--- src/rtl/polar_freq_discriminator.sv ---
// rtl/polar_freq_discriminator.sv - wrapped phase-difference frequency discriminator with decimation and squelch
//
// Purpose: turns a stream of binary-angle phase / magnitude samples into a
// decimated instantaneous-frequency word. Each output is the signed sum of
// DECIM consecutive wrapped phase differences. Low-magnitude samples squelch
// the measurement and force a fresh prime.
//
// Ports:
//   clk, rst_n          clock, asynchronous active-low reset
//   in_valid            qualifies theta / r
//   theta               unsigned binary angle (2^PHASE_WIDTH counts per turn)
//   r                   unsigned magnitude
//   squelch_thresh      sample squelched when r < squelch_thresh
//   freq                signed sum of DECIM phase differences
//   out_valid/out_ready one-deep output handshake
//   squelch             last valid sample was squelched
//   overrun             sticky: a completed result was dropped

module polar_freq_discriminator #(
    parameter  int PHASE_WIDTH = 8,
    parameter  int MAG_WIDTH   = 17,
    parameter  int DECIM       = 4,
    localparam int OUT_WIDTH   = PHASE_WIDTH + $clog2(DECIM)
) (
    input  logic                   clk,
    input  logic                   rst_n,
    input  logic                   in_valid,
    input  logic [PHASE_WIDTH-1:0] theta,
    input  logic [MAG_WIDTH-1:0]   r,
    input  logic [MAG_WIDTH-1:0]   squelch_thresh,
    output logic [OUT_WIDTH-1:0]   freq,
    output logic                   out_valid,
    input  logic                   out_ready,
    output logic                   squelch,
    output logic                   overrun
);

    localparam int CNT_W = $clog2(DECIM);

    typedef enum logic {
        PRIME = 1'b0,
        RUN   = 1'b1
    } state_t;

    state_t                 r_state;
    logic [OUT_WIDTH-1:0]   r_acc;
    logic [CNT_W-1:0]       r_cnt;
    logic [PHASE_WIDTH-1:0] r_theta_prev;

    logic                   w_squelched;
    logic [PHASE_WIDTH-1:0] w_diff;
    logic [OUT_WIDTH-1:0]   w_diff_ext;
    logic [OUT_WIDTH-1:0]   w_sum;
    logic                   w_last;
    logic                   w_result_valid;

    assign w_squelched = (r < squelch_thresh);

    // Modular subtraction gives the wrapped difference directly; reading the
    // result as two's complement maps a half-turn onto the negative extreme.
    assign w_diff     = theta - r_theta_prev;
    assign w_diff_ext = {{(OUT_WIDTH-PHASE_WIDTH){w_diff[PHASE_WIDTH-1]}}, w_diff};
    assign w_sum      = r_acc + w_diff_ext;

    // cnt counts completed differences modulo DECIM, so the DECIM-th one is
    // the difference arriving while cnt holds DECIM-1.
    assign w_last         = (r_cnt == CNT_W'(DECIM - 1));
    assign w_result_valid = in_valid && !w_squelched && (r_state == RUN) && w_last;

    always_ff @(posedge clk or negedge rst_n) begin
        if (!rst_n) begin
            r_state      <= PRIME;
            r_acc        <= '0;
            r_cnt        <= '0;
            r_theta_prev <= '0;
            freq         <= '0;
            out_valid    <= 1'b0;
            squelch      <= 1'b0;
            overrun      <= 1'b0;
        end else begin
            if (in_valid) begin
                if (w_squelched) begin
                    // Discard any partial block; the next good sample re-primes.
                    squelch <= 1'b1;
                    r_state <= PRIME;
                    r_acc   <= '0;
                    r_cnt   <= '0;
                end else begin
                    squelch      <= 1'b0;
                    r_theta_prev <= theta;
                    r_state      <= RUN;
                    if (r_state == RUN) begin
                        if (w_last) begin
                            r_acc <= '0;
                            r_cnt <= '0;
                        end else begin
                            r_acc <= w_sum;
                            r_cnt <= r_cnt + CNT_W'(1);
                        end
                    end
                end
            end

            // One-deep output register: a result arriving while the previous
            // one is still unaccepted is dropped and flagged.
            if (w_result_valid) begin
                if (!out_valid || out_ready) begin
                    freq      <= w_sum;
                    out_valid <= 1'b1;
                end else begin
                    overrun <= 1'b1;
                end
            end else if (out_valid && out_ready) begin
                out_valid <= 1'b0;
            end
        end
    end

endmodule

--- config.mk ---
export PLATFORM = sky130hd
export DESIGN_NAME = polar_freq_discriminator
export DESIGN_NICKNAME = d
export VERILOG_FILES = /design/src/rtl/polar_freq_discriminator.sv
export SDC_FILE = /design/constraint.sdc
export NUM_CORES = 1
export LEC_CHECK = 0
export BUFFER_PORTS_ARGS = -buffer_cell sky130_fd_sc_hd__buf_4
export CELL_PAD_IN_SITES_DETAIL_PLACEMENT = 0
export CELL_PAD_IN_SITES_GLOBAL_PLACEMENT = 1
export CORE_ASPECT_RATIO = 0.7
export CORE_MARGIN = 3
export CORE_UTILIZATION = 44
export DETAILED_ROUTE_END_ITERATION = 10
export PLACE_DENSITY = 0.81
export SYNTH_ARGS = -nofsm -noshare
export SYNTH_HDL_FRONTEND = slang
export SYNTH_SLANG_ARGS = --single-unit
--- constraint.sdc ---
create_clock -name clk -period 6.3 [get_ports clk]
set_clock_uncertainty 0.15 [all_clocks]
set_input_delay 0.63 -clock clk [delete_from_list [all_inputs] [get_ports clk]]
set_output_delay 0.63 -clock clk [all_outputs]
set_load 0.02 [all_outputs]
==> metrics.md <==
| Metric | Value |
|---|---|
| Status | finished clean |
| Post_cts resized | 0 |
| Gr usage total | 17.4% |
| Met2 WL post-DR | 1.96 mm |
| Synth Register Bits | 34 |
| Max Used Layer | met4 |
| DR pass1 iterations | 4 |
| Tmin final | 3.67 ns |
| Layout Nets | 384 |
| Most common cell in the netlist | inv_1 |
| CTS buffer count | 5 |
| Yosys warns | 0 |
| CTS tree | done |
| Met3 routed WL | 277 µm |
| Placer Congestion | 0.754 |
| Die width | 94.5 µm |
| Initial core utilization | 48.1% |
| Die ar. | 6420 µm² |
| Setup crit end kind | flip-flop |
| Post-Synth Simple-Gate Area | 10.2% |
| Clk Tree Root Cell | clkbuf_8 |
| Initial drt markers | 53 |
| Crit Path Max Fanout | 5 |
| Die Ht | 68.0 µm |
| Clock Tree Buf Depth | 2 |
| H-tree levels | 2 |
| Critical path type | in2reg |
| Top post-synthesis cells by count | inv_1, dfrtp_1, ha_1, nor2_1, o21ai_0 |
| Antenna Nets Post-Route | 0 |
| Unrepaired setup endpoints after global routing | false |
| Syn Nets | 321 |
| Postcts setup bufs | 0 |
| M1 WL | 2.62 mm |
| DR vias | 1,835 |
| Post-Synth Adder-Cell Area | 18.8% |
| Post-synthesis instance total | 240 |
| Synth Flop Type | dfrtp_1 |
| Top cell type's share of synthesized area | 35.3% |
| Hold Crit Class | in2async |
| Worst slew pin tran | 0.931 ns |
| Rel. slew slack | 37.5% |
| Post-DP HPWL | 3.90 mm |
| WP data required | 6.33 ns |
| Skew-Pair Late Insertion Delay | 0.29 ns |
| Hold Vio Cnt, Final | 0 |
| Share of cells above drive strength 1 | 28.8% |
| Endpoints failing setup | 0 |
| FMAX | 272 MHz |
| Cell accounting for the most synthesized area | dfrtp_1 |
| Post-synthesis compound-gate area fraction | 16.2% |
| Port bufs | 58 |
| First-pass GRT wire length | 8.59 mm |
| # DRC | 0 |
| Vias in the first global route | 1,862 |
| Async S/R FF share, synth | 100% |
| Grt ovf | 0 |
| EDFF count, synth | 0 |
| Core area | 5020 µm² |
| Hold_buf cts | 0 |
| Initial antenna violation count | 0 |
| Max_cap viols | 0 |
| Arrival time at the worst endpoint | 3.70 ns |
| Slew Limit Fails | 0 |
| Synth Area in XOR/XNOR | 5.39% |
| Vias per inst | 4.95 |
| PwrDens | 294 nW/µm² |
| Synth area leaders | dfrtp_1, ha_1, inv_1 |
| Critical Path Start Type | input port |
| Clock sink count | 34 |
| Clk pin slew, worst setup/hold paths | 0.07 ns |
| Tcrit/Tclk final | 58.3% |
| N_diodes | 0 |
| Multiplexer share of the synthesized area | 7.42% |
| Core Rows | 21 |
| Largest net degree at the start of global routing | 35 |
| I/O Pins | 59 |
| Per-cell routed wire length | 13.2 µm |
| Mapped cell area | 2410 µm² |
| Setup tns final | 0 ns |
| Syn avg cell area | 10.1 µm² |
| Worst IR drop on VDD | 0.143 mV |
| Post-synthesis sequential area ratio | 35.3% |
| Total chip power | 0.883 mW |
| Main combinational cell family by area after synthesis | adder cells |
| LEAKAGE | 1.58 nW |
| Yosys cell types | 47 |
| Final WL | 4.89 mm |
| Synthesis-to-layout area growth | 24.6% |
-- path summary, 6_finish.rpt --
check	from	end	slack, ns	cells after the start
min in group clk	overrun$_DFFE_PN0P_	overrun$_DFFE_PN0P_	0.33	1
setup / recovery	theta[0]	r_acc[9]$_DFFE_PN0P_	2.63	17
hold reg to reg	overrun$_DFFE_PN0P_	overrun$_DFFE_PN0P_	0.33	1
setup reg to reg	r_theta_prev[0]$_DFFE_PN0N_	r_acc[9]$_DFFE_PN0P_	2.78	15
max in group asynchronous	rst_n	r_theta_prev[4]$_DFFE_PN0N_	5.57	1
hold / removal	rst_n	freq[1]$_DFFE_PN0P_	0.13	1
-- kinds of logic (layout without fill, tap and decap cells) --
group,Yosys count,after routing
buf+inv,41,103
simple gates,49,49
xor+xnor,14,14
compound gates,54,54
mux,13,13
fa+ha+maj,35,35
flops,34,34
-- state kept, by name, summed over array words and instances (netlist names) --
name / cells
freq: 10
out_valid: 1
overrun: 1
r_acc: 10
r_cnt: 2
r_state: 1
r_theta_prev: 8
squelch: 1
-- area by class of cell --
cell class | count | area [µm²]
fillers | 454 | 2010
repair buffers | 60 | 450
well taps | 69 | 86.3
inverters | 37 | 139
multi-input cells | 165 | 1400
flip-flops and latches | 34 | 851
clock buffers | 6 | 82.6
-- worst max-delay path: stages --
cell	delay, ns
buf_4	0.11
inv_1	0.05
ha_1	0.15
inv_1	0.05
fa_1	0.39
a21o_1	0.17
a21oi_1	0.21
o21bai_1	0.09
a21oi_1	0.18
xnor2_1	0.18
ha_1	0.33
a21o_1	0.20
a211oi_1	0.23
a21oi_1	0.13
xnor2_2	0.21
nor3_1	0.08
a221o_2	0.29
-- power breakdown --
group	total [mW]	internal [mW]	switching, mW
sequential	0.278	0.255	0.0232
clock	0.159	0.0842	0.0748
combinational	0.446	0.209	0.237
total	0.883	0.548	0.335
-- routing by layer --
| metal | GRT usage (%) | up-vias |
|---|---|---|
| met4 | 3.78 | 0 |
| met2 | 25.7 | 40 |
| met3 | 4.29 | 7 |
| met5 | 0 | - |
| li1 | - | 964 |
| met1 | 25.6 | 824 |
-- placed cells by master, fill, tap and decap left out, types with 9 or more instances in the layout --
cell	Yosys	layout
buf_4	0	60
inv_1	37	37
dfrtp_1	34	34
ha_1	33	33
nor2_1	15	15
o21ai_0	13	12
nand2_1	11	11
xnor2_1	10	10
a21oi_1	9	9
mux2_4	9	9
-- per-stage QoR --
step	setup slack (ns)	hold WS [ns]	util, %	instances	area, µm²
2_1_floorplan	2.71	0.184	-	240	2410
3_3_place_gp	2.42	0.303	58.3	365	2920
3_5_place_dp	2.33	0.313	58.3	365	2920
4_1_cts	2.63	0.144	59.9	371	3010
5_1_grt	2.39	0.166	59.9	371	3010
6_report	2.63	0.126	59.9	371	3010
Note: power is estimated with default switching activity, not from simulation.
